<file path="src/rtl/coil_pkg.sv">
// ---------------------------------------------------------------------------
// coil_pkg
// Shared definitions for the MRI coil H-bridge path: drive state encoding,
// metadata word field positions and code widths. The upstream link decoder
// imports the same field positions so both ends agree on the CONFIG layout.
// ---------------------------------------------------------------------------
package coil_pkg;

    // Drive sequencer states.
    typedef enum logic [2:0] {
        ST_IDLE      = 3'd0,
        ST_DEAD      = 3'd1,
        ST_DRIVE_POS = 3'd2,
        ST_DRIVE_NEG = 3'd3,
        ST_FAULT     = 3'd4
    } coil_state_e;

    // Metadata word layout.
    localparam int CFG_W       = 4;
    localparam int AMP_W       = 2;
    localparam int WD_CODE_W   = 2;
    localparam int CFG_AMP_LSB = 0;
    localparam int CFG_WD_LSB  = 2;

    // Packed view of the metadata word; field order matches the LSB
    // positions above (watchdog code in [3:2], amplitude code in [1:0]).
    typedef struct packed {
        logic [WD_CODE_W-1:0] wd_code;
        logic [AMP_W-1:0]     amp;
    } coil_cfg_t;

    // One bit per bridge gate.
    typedef struct packed {
        logic hs_p;
        logic ls_p;
        logic hs_n;
        logic ls_n;
    } coil_gates_t;

    localparam coil_gates_t GATES_OFF = '0;

endpackage

</file>
<file path="src/rtl/coil_hbridge_driver_if.sv">
// ---------------------------------------------------------------------------
// coil_hbridge_driver_if
// Link between the decoder side and the H-bridge driver.
//   SCAN_ACTIVE_IN   decoder is in its scan phase
//   POLARITY_IN      1 = SendPos, 0 = SendNeg
//   CONFIG_IN        metadata word ([1:0] amplitude, [3:2] watchdog code)
//   CONFIG_VALID_IN  one-cycle strobe qualifying CONFIG_IN
//   HS_P_OUT/LS_P_OUT/HS_N_OUT/LS_N_OUT  bridge gate drives
//   DRIVE_BUSY_OUT   driver not idle
//   FAULT_OUT        sticky watchdog fault
// master: decoder side (drives requests, observes gates/status)
// slave : driver side
// ---------------------------------------------------------------------------
interface coil_hbridge_driver_if;

    logic                      SCAN_ACTIVE_IN;
    logic                      POLARITY_IN;
    logic [coil_pkg::CFG_W-1:0] CONFIG_IN;
    logic                      CONFIG_VALID_IN;
    logic                      HS_P_OUT;
    logic                      LS_P_OUT;
    logic                      HS_N_OUT;
    logic                      LS_N_OUT;
    logic                      DRIVE_BUSY_OUT;
    logic                      FAULT_OUT;

    modport master (
        output SCAN_ACTIVE_IN, POLARITY_IN, CONFIG_IN, CONFIG_VALID_IN,
        input  HS_P_OUT, LS_P_OUT, HS_N_OUT, LS_N_OUT, DRIVE_BUSY_OUT, FAULT_OUT
    );

    modport slave (
        input  SCAN_ACTIVE_IN, POLARITY_IN, CONFIG_IN, CONFIG_VALID_IN,
        output HS_P_OUT, LS_P_OUT, HS_N_OUT, LS_N_OUT, DRIVE_BUSY_OUT, FAULT_OUT
    );

endinterface

</file>
<file path="src/rtl/coil_pwm_gen.sv">
// ---------------------------------------------------------------------------
// coil_pwm_gen
// Free-running PWM frame counter with synchronous clear and duty compare.
//   CLK_IN, RST_N_IN  clock, async active-low reset
//   clear             next count is forced to 0 (frame restart)
//   duty              high-time in clocks, 0..PWM_PERIOD
//   pwm_on            compare result for the count the counter is about to
//                     take, so a caller registering it lines the gate up with
//                     that count (count 0 -> first clock of a frame)
// ---------------------------------------------------------------------------
module coil_pwm_gen #(
    parameter int PWM_PERIOD = 64,
    parameter int CNT_W      = $clog2(PWM_PERIOD),
    parameter int DUTY_W     = $clog2(PWM_PERIOD + 1)
) (
    input  logic              CLK_IN,
    input  logic              RST_N_IN,
    input  logic              clear,
    input  logic [DUTY_W-1:0] duty,
    output logic              pwm_on
);

    logic [CNT_W-1:0] pwm_cnt_q;
    logic [CNT_W-1:0] pwm_cnt_d;

    always_comb begin
        if (clear || pwm_cnt_q == CNT_W'(PWM_PERIOD - 1)) begin
            pwm_cnt_d = '0;
        end else begin
            pwm_cnt_d = pwm_cnt_q + 1'b1;
        end
    end

    assign pwm_on = DUTY_W'(pwm_cnt_d) < duty;

    // NOTE: sequential state uses non-blocking assignments so every register
    // samples pre-edge values regardless of block ordering.
    always_ff @(posedge CLK_IN or negedge RST_N_IN) begin
        if (!RST_N_IN) begin
            pwm_cnt_q <= '0;
        end else begin
            pwm_cnt_q <= pwm_cnt_d;
        end
    end

endmodule

</file>
<file path="src/rtl/coil_hbridge_driver.sv">
// ---------------------------------------------------------------------------
// coil_hbridge_driver
// Drives the four gates of the MRI coil H-bridge from the decoder's scan
// polarity. Break-before-make dead time on every direction change, high-side
// PWM for amplitude, sticky watchdog fault when one polarity is held too long.
//   CLK_IN    system clock
//   RST_N_IN  asynchronous active-low reset
//   bus       coil_hbridge_driver_if.slave (requests in, gates/status out)
// All outputs are registered.
// ---------------------------------------------------------------------------
module coil_hbridge_driver
    import coil_pkg::*;
#(
    parameter int DEAD_CYCLES    = 8,
    parameter int PWM_PERIOD     = 64,
    parameter int WD_BASE_CYCLES = 1000
) (
    input  logic                 CLK_IN,
    input  logic                 RST_N_IN,
    coil_hbridge_driver_if.slave bus
);

    localparam int DEAD_W = $clog2(DEAD_CYCLES + 1);
    localparam int DUTY_W = $clog2(PWM_PERIOD + 1);
    localparam int WD_W   = $clog2(4 * WD_BASE_CYCLES + 1);

    coil_state_e       state_q;
    coil_state_e       state_d;
    coil_cfg_t         cfg_q;
    logic [DEAD_W-1:0] dead_cnt_q;
    logic [WD_W-1:0]   wd_cnt_q;
    logic [WD_W-1:0]   wd_next;
    logic [WD_W-1:0]   wd_limit;
    logic [DUTY_W-1:0] duty;
    logic              in_drive;
    logic              stay_drive;
    logic              pwm_on;
    coil_gates_t       gates_d;
    coil_gates_t       gates_q;

    assign duty     = DUTY_W'((int'(cfg_q.amp) + 1) * (PWM_PERIOD / 4));
    assign wd_limit = WD_W'(WD_BASE_CYCLES * (int'(cfg_q.wd_code) + 1));
    assign wd_next  = wd_cnt_q + 1'b1;

    assign in_drive   = (state_q == ST_DRIVE_POS) || (state_q == ST_DRIVE_NEG);
    assign stay_drive = in_drive && (state_d == state_q);

    // Any entry into a drive state restarts the frame, so the first drive
    // clock always falls in the high part of the duty cycle.
    coil_pwm_gen #(
        .PWM_PERIOD (PWM_PERIOD)
    ) u_pwm (
        .CLK_IN   (CLK_IN),
        .RST_N_IN (RST_N_IN),
        .clear    (!stay_drive),
        .duty     (duty),
        .pwm_on   (pwm_on)
    );

    // Next-state: scan drop beats watchdog expiry, which beats a polarity
    // change.
    // NOTE: every combinational output gets a default first so no path
    // leaves it unassigned and infers a latch.
    always_comb begin
        state_d = state_q;
        case (state_q)
            ST_IDLE: begin
                if (bus.SCAN_ACTIVE_IN) state_d = ST_DEAD;
            end
            ST_DEAD: begin
                if (!bus.SCAN_ACTIVE_IN) begin
                    state_d = ST_IDLE;
                end else if (dead_cnt_q == DEAD_W'(DEAD_CYCLES - 1)) begin
                    // Only the polarity present at dead-time exit counts.
                    state_d = bus.POLARITY_IN ? ST_DRIVE_POS : ST_DRIVE_NEG;
                end
            end
            ST_DRIVE_POS: begin
                if (!bus.SCAN_ACTIVE_IN)     state_d = ST_IDLE;
                else if (wd_next == wd_limit) state_d = ST_FAULT;
                else if (!bus.POLARITY_IN)    state_d = ST_DEAD;
            end
            ST_DRIVE_NEG: begin
                if (!bus.SCAN_ACTIVE_IN)     state_d = ST_IDLE;
                else if (wd_next == wd_limit) state_d = ST_FAULT;
                else if (bus.POLARITY_IN)     state_d = ST_DEAD;
            end
            ST_FAULT: begin
                if (!bus.SCAN_ACTIVE_IN) state_d = ST_IDLE;
            end
            default: state_d = ST_IDLE;
        endcase
    end

    // Gates are decoded from the next state so the registered outputs change
    // on the same edge as the state; leaving a drive state therefore turns
    // the bridge off on that very edge.
    always_comb begin
        gates_d = GATES_OFF;
        case (state_d)
            ST_DRIVE_POS: begin
                gates_d.ls_n = 1'b1;
                gates_d.hs_p = pwm_on;
            end
            ST_DRIVE_NEG: begin
                gates_d.ls_p = 1'b1;
                gates_d.hs_n = pwm_on;
            end
            default: gates_d = GATES_OFF;
        endcase
    end

    always_ff @(posedge CLK_IN or negedge RST_N_IN) begin
        if (!RST_N_IN) begin
            state_q            <= ST_IDLE;
            cfg_q              <= '0;
            dead_cnt_q         <= '0;
            wd_cnt_q           <= '0;
            gates_q            <= GATES_OFF;
            bus.DRIVE_BUSY_OUT <= 1'b0;
            bus.FAULT_OUT      <= 1'b0;
        end else begin
            state_q <= state_d;

            // Metadata is only accepted between scans.
            if (state_q == ST_IDLE && bus.CONFIG_VALID_IN) begin
                cfg_q <= coil_cfg_t'(bus.CONFIG_IN);
            end

            // Both counters run only while their state persists and restart
            // from 0 on every entry.
            dead_cnt_q <= (state_q == ST_DEAD && state_d == ST_DEAD) ?
                          dead_cnt_q + 1'b1 : '0;
            wd_cnt_q   <= stay_drive ? wd_next : '0;

            gates_q            <= gates_d;
            bus.DRIVE_BUSY_OUT <= (state_d != ST_IDLE);
            bus.FAULT_OUT      <= (state_d == ST_FAULT);
        end
    end

    assign bus.HS_P_OUT = gates_q.hs_p;
    assign bus.LS_P_OUT = gates_q.ls_p;
    assign bus.HS_N_OUT = gates_q.hs_n;
    assign bus.LS_N_OUT = gates_q.ls_n;

endmodule

</file>
<file path="src/flat_wrapper.sv">
// flat-port wrapper written by rule: the top's interface ports become plain ports
module coil_hbridge_driver_flat import coil_pkg::*;
#(
    parameter int DEAD_CYCLES    = 8,
    parameter int PWM_PERIOD     = 64,
    parameter int WD_BASE_CYCLES = 1000
)
  (CLK_IN, RST_N_IN, bus_SCAN_ACTIVE_IN, bus_POLARITY_IN, bus_CONFIG_IN, bus_CONFIG_VALID_IN, bus_HS_P_OUT, bus_LS_P_OUT, bus_HS_N_OUT, bus_LS_N_OUT, bus_DRIVE_BUSY_OUT, bus_FAULT_OUT);
  coil_hbridge_driver_if bus_i ();
  input  logic CLK_IN;
  input  logic RST_N_IN;
  input wire logic [$bits(bus_i.SCAN_ACTIVE_IN)-1:0] bus_SCAN_ACTIVE_IN;
  input wire logic [$bits(bus_i.POLARITY_IN)-1:0] bus_POLARITY_IN;
  input wire logic [$bits(bus_i.CONFIG_IN)-1:0] bus_CONFIG_IN;
  input wire logic [$bits(bus_i.CONFIG_VALID_IN)-1:0] bus_CONFIG_VALID_IN;
  output wire logic [$bits(bus_i.HS_P_OUT)-1:0] bus_HS_P_OUT;
  output wire logic [$bits(bus_i.LS_P_OUT)-1:0] bus_LS_P_OUT;
  output wire logic [$bits(bus_i.HS_N_OUT)-1:0] bus_HS_N_OUT;
  output wire logic [$bits(bus_i.LS_N_OUT)-1:0] bus_LS_N_OUT;
  output wire logic [$bits(bus_i.DRIVE_BUSY_OUT)-1:0] bus_DRIVE_BUSY_OUT;
  output wire logic [$bits(bus_i.FAULT_OUT)-1:0] bus_FAULT_OUT;
  assign bus_i.SCAN_ACTIVE_IN = bus_SCAN_ACTIVE_IN;
  assign bus_i.POLARITY_IN = bus_POLARITY_IN;
  assign bus_i.CONFIG_IN = bus_CONFIG_IN;
  assign bus_i.CONFIG_VALID_IN = bus_CONFIG_VALID_IN;
  assign bus_HS_P_OUT = bus_i.HS_P_OUT;
  assign bus_LS_P_OUT = bus_i.LS_P_OUT;
  assign bus_HS_N_OUT = bus_i.HS_N_OUT;
  assign bus_LS_N_OUT = bus_i.LS_N_OUT;
  assign bus_DRIVE_BUSY_OUT = bus_i.DRIVE_BUSY_OUT;
  assign bus_FAULT_OUT = bus_i.FAULT_OUT;
  coil_hbridge_driver #(.DEAD_CYCLES(DEAD_CYCLES), .PWM_PERIOD(PWM_PERIOD), .WD_BASE_CYCLES(WD_BASE_CYCLES)) u_core (.CLK_IN(CLK_IN), .RST_N_IN(RST_N_IN), .bus(bus_i));
endmodule
</file>
<file path="config.mk">
export PLATFORM = sky130hd
export DESIGN_NAME = coil_hbridge_driver_flat
export DESIGN_NICKNAME = d
export VERILOG_FILES = /design/src/rtl/coil_pkg.sv /design/src/rtl/coil_hbridge_driver_if.sv /design/src/rtl/coil_pwm_gen.sv /design/src/rtl/coil_hbridge_driver.sv /design/src/flat_wrapper.sv
export SDC_FILE = /design/constraint.sdc
export NUM_CORES = 1
export LEC_CHECK = 0
export BUFFER_PORTS_ARGS = -buffer_cell sky130_fd_sc_hd__buf_2
export CAP_MARGIN = 0
export CORE_ASPECT_RATIO = 2
export CORE_MARGIN = 2
export CORE_UTILIZATION = 40
export DETAILED_ROUTE_END_ITERATION = 8
export HOLD_SLACK_MARGIN = 0.06
export SLEW_MARGIN = 20
export SYNTH_ARGS = -nofsm -noshare
export SYNTH_HDL_FRONTEND = slang
export SYNTH_SLANG_ARGS = --single-unit
</file>
<file path="constraint.sdc">
create_clock -name CLK_IN -period 3.6 [get_ports CLK_IN]
set_input_delay 0.72 -clock CLK_IN [delete_from_list [all_inputs] [get_ports CLK_IN]]
set_output_delay 0.72 -clock CLK_IN [all_outputs]
set_load 0.05 [all_outputs]
</file>
==> results of run 1 <==
-- power by group --
part           total (uW)  switching, uW  internal, uW
Sequential            409           6.76           402
Clock                 414            159           255
Combinational         250            129           121
-- final timing paths --
path | start | endpoint | slack [ps] | cells past startpoint
max | u_core.cfg_q[2] | u_core.bus.HS_P_OUT | 110 | 16
min | u_core.dead_cnt_q[0] | u_core.dead_cnt_q[0] | 470 | 1
max reg2reg | u_core.cfg_q[2] | u_core.bus.HS_P_OUT | 110 | 16
min reg2reg | u_core.dead_cnt_q[0] | u_core.dead_cnt_q[0] | 470 | 1
max in group asynchronous | RST_N_IN | u_core.cfg_q[2] | 2510 | 1
min in group asynchronous | RST_N_IN | u_core.bus.DRIVE_BUSY_OUT | 530 | 1
-- cell usage in the layout (no fill, tap or decap), drive strengths merged, types with 5 or more instances in the layout --
cell    synthesis  final
a21oi           7      7
buf             9     25
clkbuf          0      6
dfrtp          35     35
ha             12     12
inv             9      9
nand2          16     16
nand3          13     13
nand4           5      5
nor2           25     25
nor2b          11     11
nor3            8      8
o21ai          12     12
xnor2          18     18
xor2            5      5
-- cell families (layout without fill, tap and decap cells) --
| logic type | count (synthesis) | after routing | synth area share |
|---|---|---|---|
| simple gates | 107 | 107 | 0.269 |
| compound gates | 43 | 43 | 0.124 |
| flops | 35 | 35 | 0.373 |
| xor+xnor | 24 | 24 | 0.0955 |
| buf+inv | 18 | 42 | 0.0475 |
| fa+ha+maj | 14 | 14 | 0.0811 |
| mux | 2 | 2 | 0.00960 |
-- metrics by stage --
| stage | hold slack, ps | power (uW) | cell area, um2 |
|---|---|---|---|
| floorplan | 424 | 571 | 2350 |
| global placement | 451 | 644 | 2480 |
| detailed placement | 460 | 647 | 2480 |
| CTS | 468 | 1070 | 2620 |
| global route | 484 | 1130 | 2690 |
| finish | 465 | 1070 | 2690 |
-- critical path, stage by stage, from the launching register on --
cell and delay, ps:
dfrtp_2 410, buf_6 140, ha_1 180, nor2b_2 150, ha_2 180, inv_2 60
fa_1 440, xor2_1 160, a31oi_1 170, o2111ai_2 180, nor4_4 410, nand4_4 170
nand2_4 90, a21oi_1 60, ha_2 350, nor2b_4 140, a21oi_1 70
-- layout make-up --
cell class | instances | area [um2] | area share
clock inverters | 2 | 12.5 | 0.00466
multi-input cells | 190 | 1400 | 0.521
well taps | 61 | 76.3 | 0.0284
repair buffers | 25 | 156 | 0.0582
flip-flops and latches | 35 | 877 | 0.327
clock buffers | 6 | 129 | 0.0480
inverters | 9 | 33.8 | 0.0126
-- state kept, by name, summed over array words and instances (netlist names) --
| signal | cells |
|---|---|
| u_core.bus.HS_P_OUT | 1 |
| u_core.dead_cnt_q | 4 |
| u_core.bus.FAULT_OUT | 1 |
| u_core.bus.HS_N_OUT | 1 |
| u_core.bus.LS_P_OUT | 1 |
| u_core.bus.DRIVE_BUSY_OUT | 1 |
| u_core.wd_cnt_q | 12 |
| u_core.state_q | 3 |
| u_core.cfg_q | 4 |
| u_core.u_pwm.pwm_cnt_q | 6 |
| u_core.bus.LS_N_OUT | 1 |
-- per-layer routing --
layer,global-route usage,part of all wire,up-vias
li1,-,-,905
met1,0.173,0.34,917
met2,0.348,0.58,37
met3,0.0323,0.021,22
met4,0.126,0.054,0
met5,0,0,-
-- what timing repair did --
| item | 4_1_cts | 5_1_grt |
|---|---|---|
| hold endpoints to repair | 0 | 0 |
| setup buffers | 0 | 3 |
| endpoints found under the setup margin | 0 | 2 |
| gates resized for setup | 0 | 12 |
==> results.toml, run 1 <==
[yosys]
synthMostInstantiatedCell = "dfrtp_1"
syn_avg_cell_area_um2 = 9.65
seq_area_frac_synth = 0.373
synth-seq-cells = 35
synth_edf_count = 0
ys_types = 56
ys_top_cells_by_count = "dfrtp_1 (35), nor2_1 (24), xnor2_1 (18)"
yosys.area.top_type = "dfrtp_1"
synthFlopType = "dfrtp_1"
synthTopCellsByArea = "dfrtp_1 (37%), xnor2_1 (6.7%), ha_1 (6.4%)"
synthCells = 243
synth.top_cell.area_share = 0.373
synth_nets = 266
ys_warn_count = 0
async_flop_share = 1.00
synth_area_mm2 = 0.00235

[grt]
antenna_found_initial = 0
grt_pass1_wl_mm = 9.06
grt.overflow.total = 0
grt_max_degree = 36
grtUsageTotal = 0.186
grt_pass1_vias = 1968

[placement]
routabilityCongestion = 0.899
dp.cells = 317
portBuffers = 14
dp.final_hpwl_mm = 4.28
dpl_worst_slack_ps = 102

[final_layout]
final_cells = 328
syn_to_final_growth_pct = 14.5
fin_util = 0.470
fillCellCount = 544
final_nets = 289
drive_above_1_share = 0.206
diodes = 0

[floorplanning]
rows = 39
initial_core_util = 0.411
die_y_um = 112
ioPinCount = 15
coreArea_mm2 = 0.00571
die-area_mm2 = 0.00653
die_w_um = 58.2

[clock_tree]
clk_pin_slew_ps = 50
cts_sinks = 35
cts_max_level = 2
cts_buffer_depth = 2
numCtsBuffers = 5
cts_hold_buffers = 0
cts_root_buf = "clkbuf_16"
insertion_delay_ps = 280
tritoncts = "done"

[drt]
firstDrtPassIters = 4
post_drt_wl_per_cell_um = 16.8
drt_iter0_markers = 43
drcViolationCount = 0
vias = 1881
antenna_left = 0
viasPerCell = 5.73
wl_mm = 5.50

[timing]
timing.final.crit_period_ps = 3490
fin_crit_sh = 0.969
worst_pin_slew_ps = 992
final_max_slew_viol_count = 0
fin_tns_setup_ps = 0
rsz0062_at_grt = "no"
hold_viol = 0
layout_setup_ws_ps = 111
fin_skew_ps = 5.68
fmax_mhz = 287
slew_headroom = 0.329
setup_viol = 0

[power]
vdd_drop_max_uv = 448
p_leak_uw = 0.00114
p_per_area_mw_per_mm2 = 400

[setup_path]
endpoint_kind = "flop"
required_ps = 3760
critPathLaunchType = "flop"
crit_path_max_fanout = 7
path_class = "flop to flop"
critPathArrivalTime_ps = 3650

[status]
status = "finished clean"

[hold_path]
min_path_type = "flop to flop"

[job]
drv_cap = 0
Power figures use the tool's default switching activity.
==> run 2: changes to the inputs <==
--- a/config.mk
+++ b/config.mk
@@ -12,6 +12,7 @@
 export CORE_UTILIZATION = 40
 export DETAILED_ROUTE_END_ITERATION = 8
 export HOLD_SLACK_MARGIN = 0.06
+export RECOVER_POWER = 50
 export SLEW_MARGIN = 20
 export SYNTH_ARGS = -nofsm -noshare
 export SYNTH_HDL_FRONTEND = slang
==> constraint.sdc (replaced) <==
create_clock -name CLK_IN -period 3.6 [get_ports CLK_IN]
set_input_delay 0.18 -clock CLK_IN [delete_from_list [all_inputs] [get_ports CLK_IN]]
set_output_delay 0.18 -clock CLK_IN [all_outputs]
set_load 0.05 [all_outputs]
==> results.toml, run 2 (synthesis gave the netlist of run 1 again) <==
[floorplanning]
coreArea_mm2 = 0.00571
ioPinCount = 15
rows = 39
die-area_mm2 = 0.00653
initial_core_util = 0.411
die_y_um = 112
die_w_um = 58.2

[clock_tree]
cts_max_level = 2
tritoncts = "done"
cts_root_buf = "clkbuf_16"
clk_pin_slew_ps = 50
cts_sinks = 35
insertion_delay_ps = 280
cts_buffer_depth = 2
numCtsBuffers = 5

[final_layout]
final_nets = 290
largest_reg_flops = 12
final_cell_mix = "dfrtp_1 (34), nor2_1 (24), xnor2_1 (17)"
fin_util = 0.471
final_cells = 329
drive_above_1_share = 0.179
diodes = 0
final_common_cell = "dfrtp_1"
reg_top3 = "u_core.wd_cnt_q (12), u_core.u_pwm.pwm_cnt_q (6)"
syn_to_final_growth_pct = 14.5
regMostFlops = "u_core.wd_cnt_q"
design_area_mm2 = 0.00269

[hold_path]
min_path_type = "input port to flop"

[setup_path]
r2r_slack_ps = 120
max_stage_delay_ps = 440
path_class = "flop to flop"
path_cells = "buf_6 > ha_1 > nor2b_2 > ha_2 > inv_2 > fa_1 > xor2_1 > a31oi_1 > o2111ai_2 > nor4_4 > nand4_4 > nand2_4 > a21oi_1 > ha_2 > nor2b_4 > a21oi_1"
slowest_stage = "fa_1"
critPathLaunchType = "flop"
critPathArrivalTime_ps = 3640
required_ps = 3760
crit_path_max_fanout = 7
endpoint_kind = "flop"

[drt]
vias = 1867
wl_mm = 5.53
viasPerCell = 5.67
firstDrtPassIters = 4
post_drt_wl_per_cell_um = 16.8
drt_iter0_markers = 38
drcViolationCount = 0
antenna_left = 0

[timing]
final_max_slew_viol_count = 36
worst_pin_slew_ps = 1950
hold_viol = 0
fin_skew_ps = 5.95
slew_headroom = -0.297
setup_viol = 0
rsz0062_at_grt = "no"
fmax_mhz = 288
fin_crit_sh = 0.966
timing.final.crit_period_ps = 3480
layout_setup_ws_ps = 123
fin_tns_setup_ps = 0

[power]
p_clk_frac = 0.385
p_leak_uw = 0.00112
seqPwrFrac = 0.382
p_sw_frac = 0.273
vdd_drop_max_uv = 447
switching_power_uw = 293
p_per_area_mw_per_mm2 = 399
pwr-share-comb = 0.233
intPower_uw = 779

[status]
violations = "max-capacitance violations, max-slew violations"
status = "complete, but fails checks"

[grt]
grt_pass1_vias = 1964
antenna_found_initial = 0
grt_max_degree = 36
grt_pass1_wl_mm = 9.06
grt.overflow.total = 0
grtUsageTotal = 0.186

[placement]
placed_area_mm2 = 0.00248
dpl_worst_slack_ps = 102
dp.final_hpwl_mm = 4.28
portBuffers = 14
routabilityCongestion = 0.899
dp.cells = 317

[job]
drv_cap = 1
==> run 2: cell count changes in the layout (fill, tap and decap cells not counted) <==
cell           change
and2_0             +1
clkbuf_1           +7
and2_1             -1
dlygate4sd3_1      +1
buf_2              -7
==> run 2: timing repair <==
item                       4_1_cts  5_1_grt
setup buffers                    0        3
hold endpoints to repair        35        0
gates resized for setup          0       12
setup endpoints to repair        0        2
hold buffers                     1        0
==> run 2: metrics by stage <==
step,power [uW],hold slack (ps)
6_report,1070,110
5_1_grt,1130,133
4_1_cts,1070,104
3_5_place_dp,647,314
3_3_place_gp,644,309
2_1_floorplan,571,-116
==> run 2: path summary, 6_finish.rpt <==
| check | to | cells after the start | startpoint |
|---|---|---|---|
| max | u_core.bus.HS_N_OUT | 16 | u_core.cfg_q[2] |
| min | u_core.cfg_q[2] | 3 | bus_CONFIG_IN[2] |
| max reg2reg | u_core.bus.HS_N_OUT | 16 | u_core.cfg_q[2] |
| min reg2reg | u_core.dead_cnt_q[0] | 1 | u_core.dead_cnt_q[0] |
| max in group asynchronous | u_core.cfg_q[2] | 2 | RST_N_IN |
| min in group asynchronous | u_core.cfg_q[1] | 2 | RST_N_IN |
==> run 2: critical path, delay by kind of cell (launching register included) <==
family	cells	cell delay [ps]
compound gates	4	470
xor+xnor	1	160
fa+ha+maj	4	1150
buf+inv	2	200
flops	1	410
simple gates	5	960
==> run 2: power by group through the flow <==
stage          logic (uW)  clock network (uW)  registers, uW
2_1_floorplan         153                   0            419
3_3_place_gp          229                   0            415
3_5_place_dp          231                   0            415
4_1_cts               234                 425            409
5_1_grt               276                 440            410
6_report              249                 413            409
==> run 2: final cells by class <==
class                      instances  area (um2)
timing repair buffer              26         158
multi-input combinational        190        1400
clock inverter                     2        12.5
fill                             549        3020
clock buffer                       6         129
inverter                           9        33.8
tap                               61        76.3
sequential                        35         877
==> run 2: per-layer routing <==
metal  global-route usage  part of all wire  vias to the layer above
met2                0.346              0.58                       35
met5                    0                 0                        -
li1                     -                 -                      906
met3               0.0323             0.019                       20
met4                0.126             0.054                        0
met1                0.175              0.35                      906
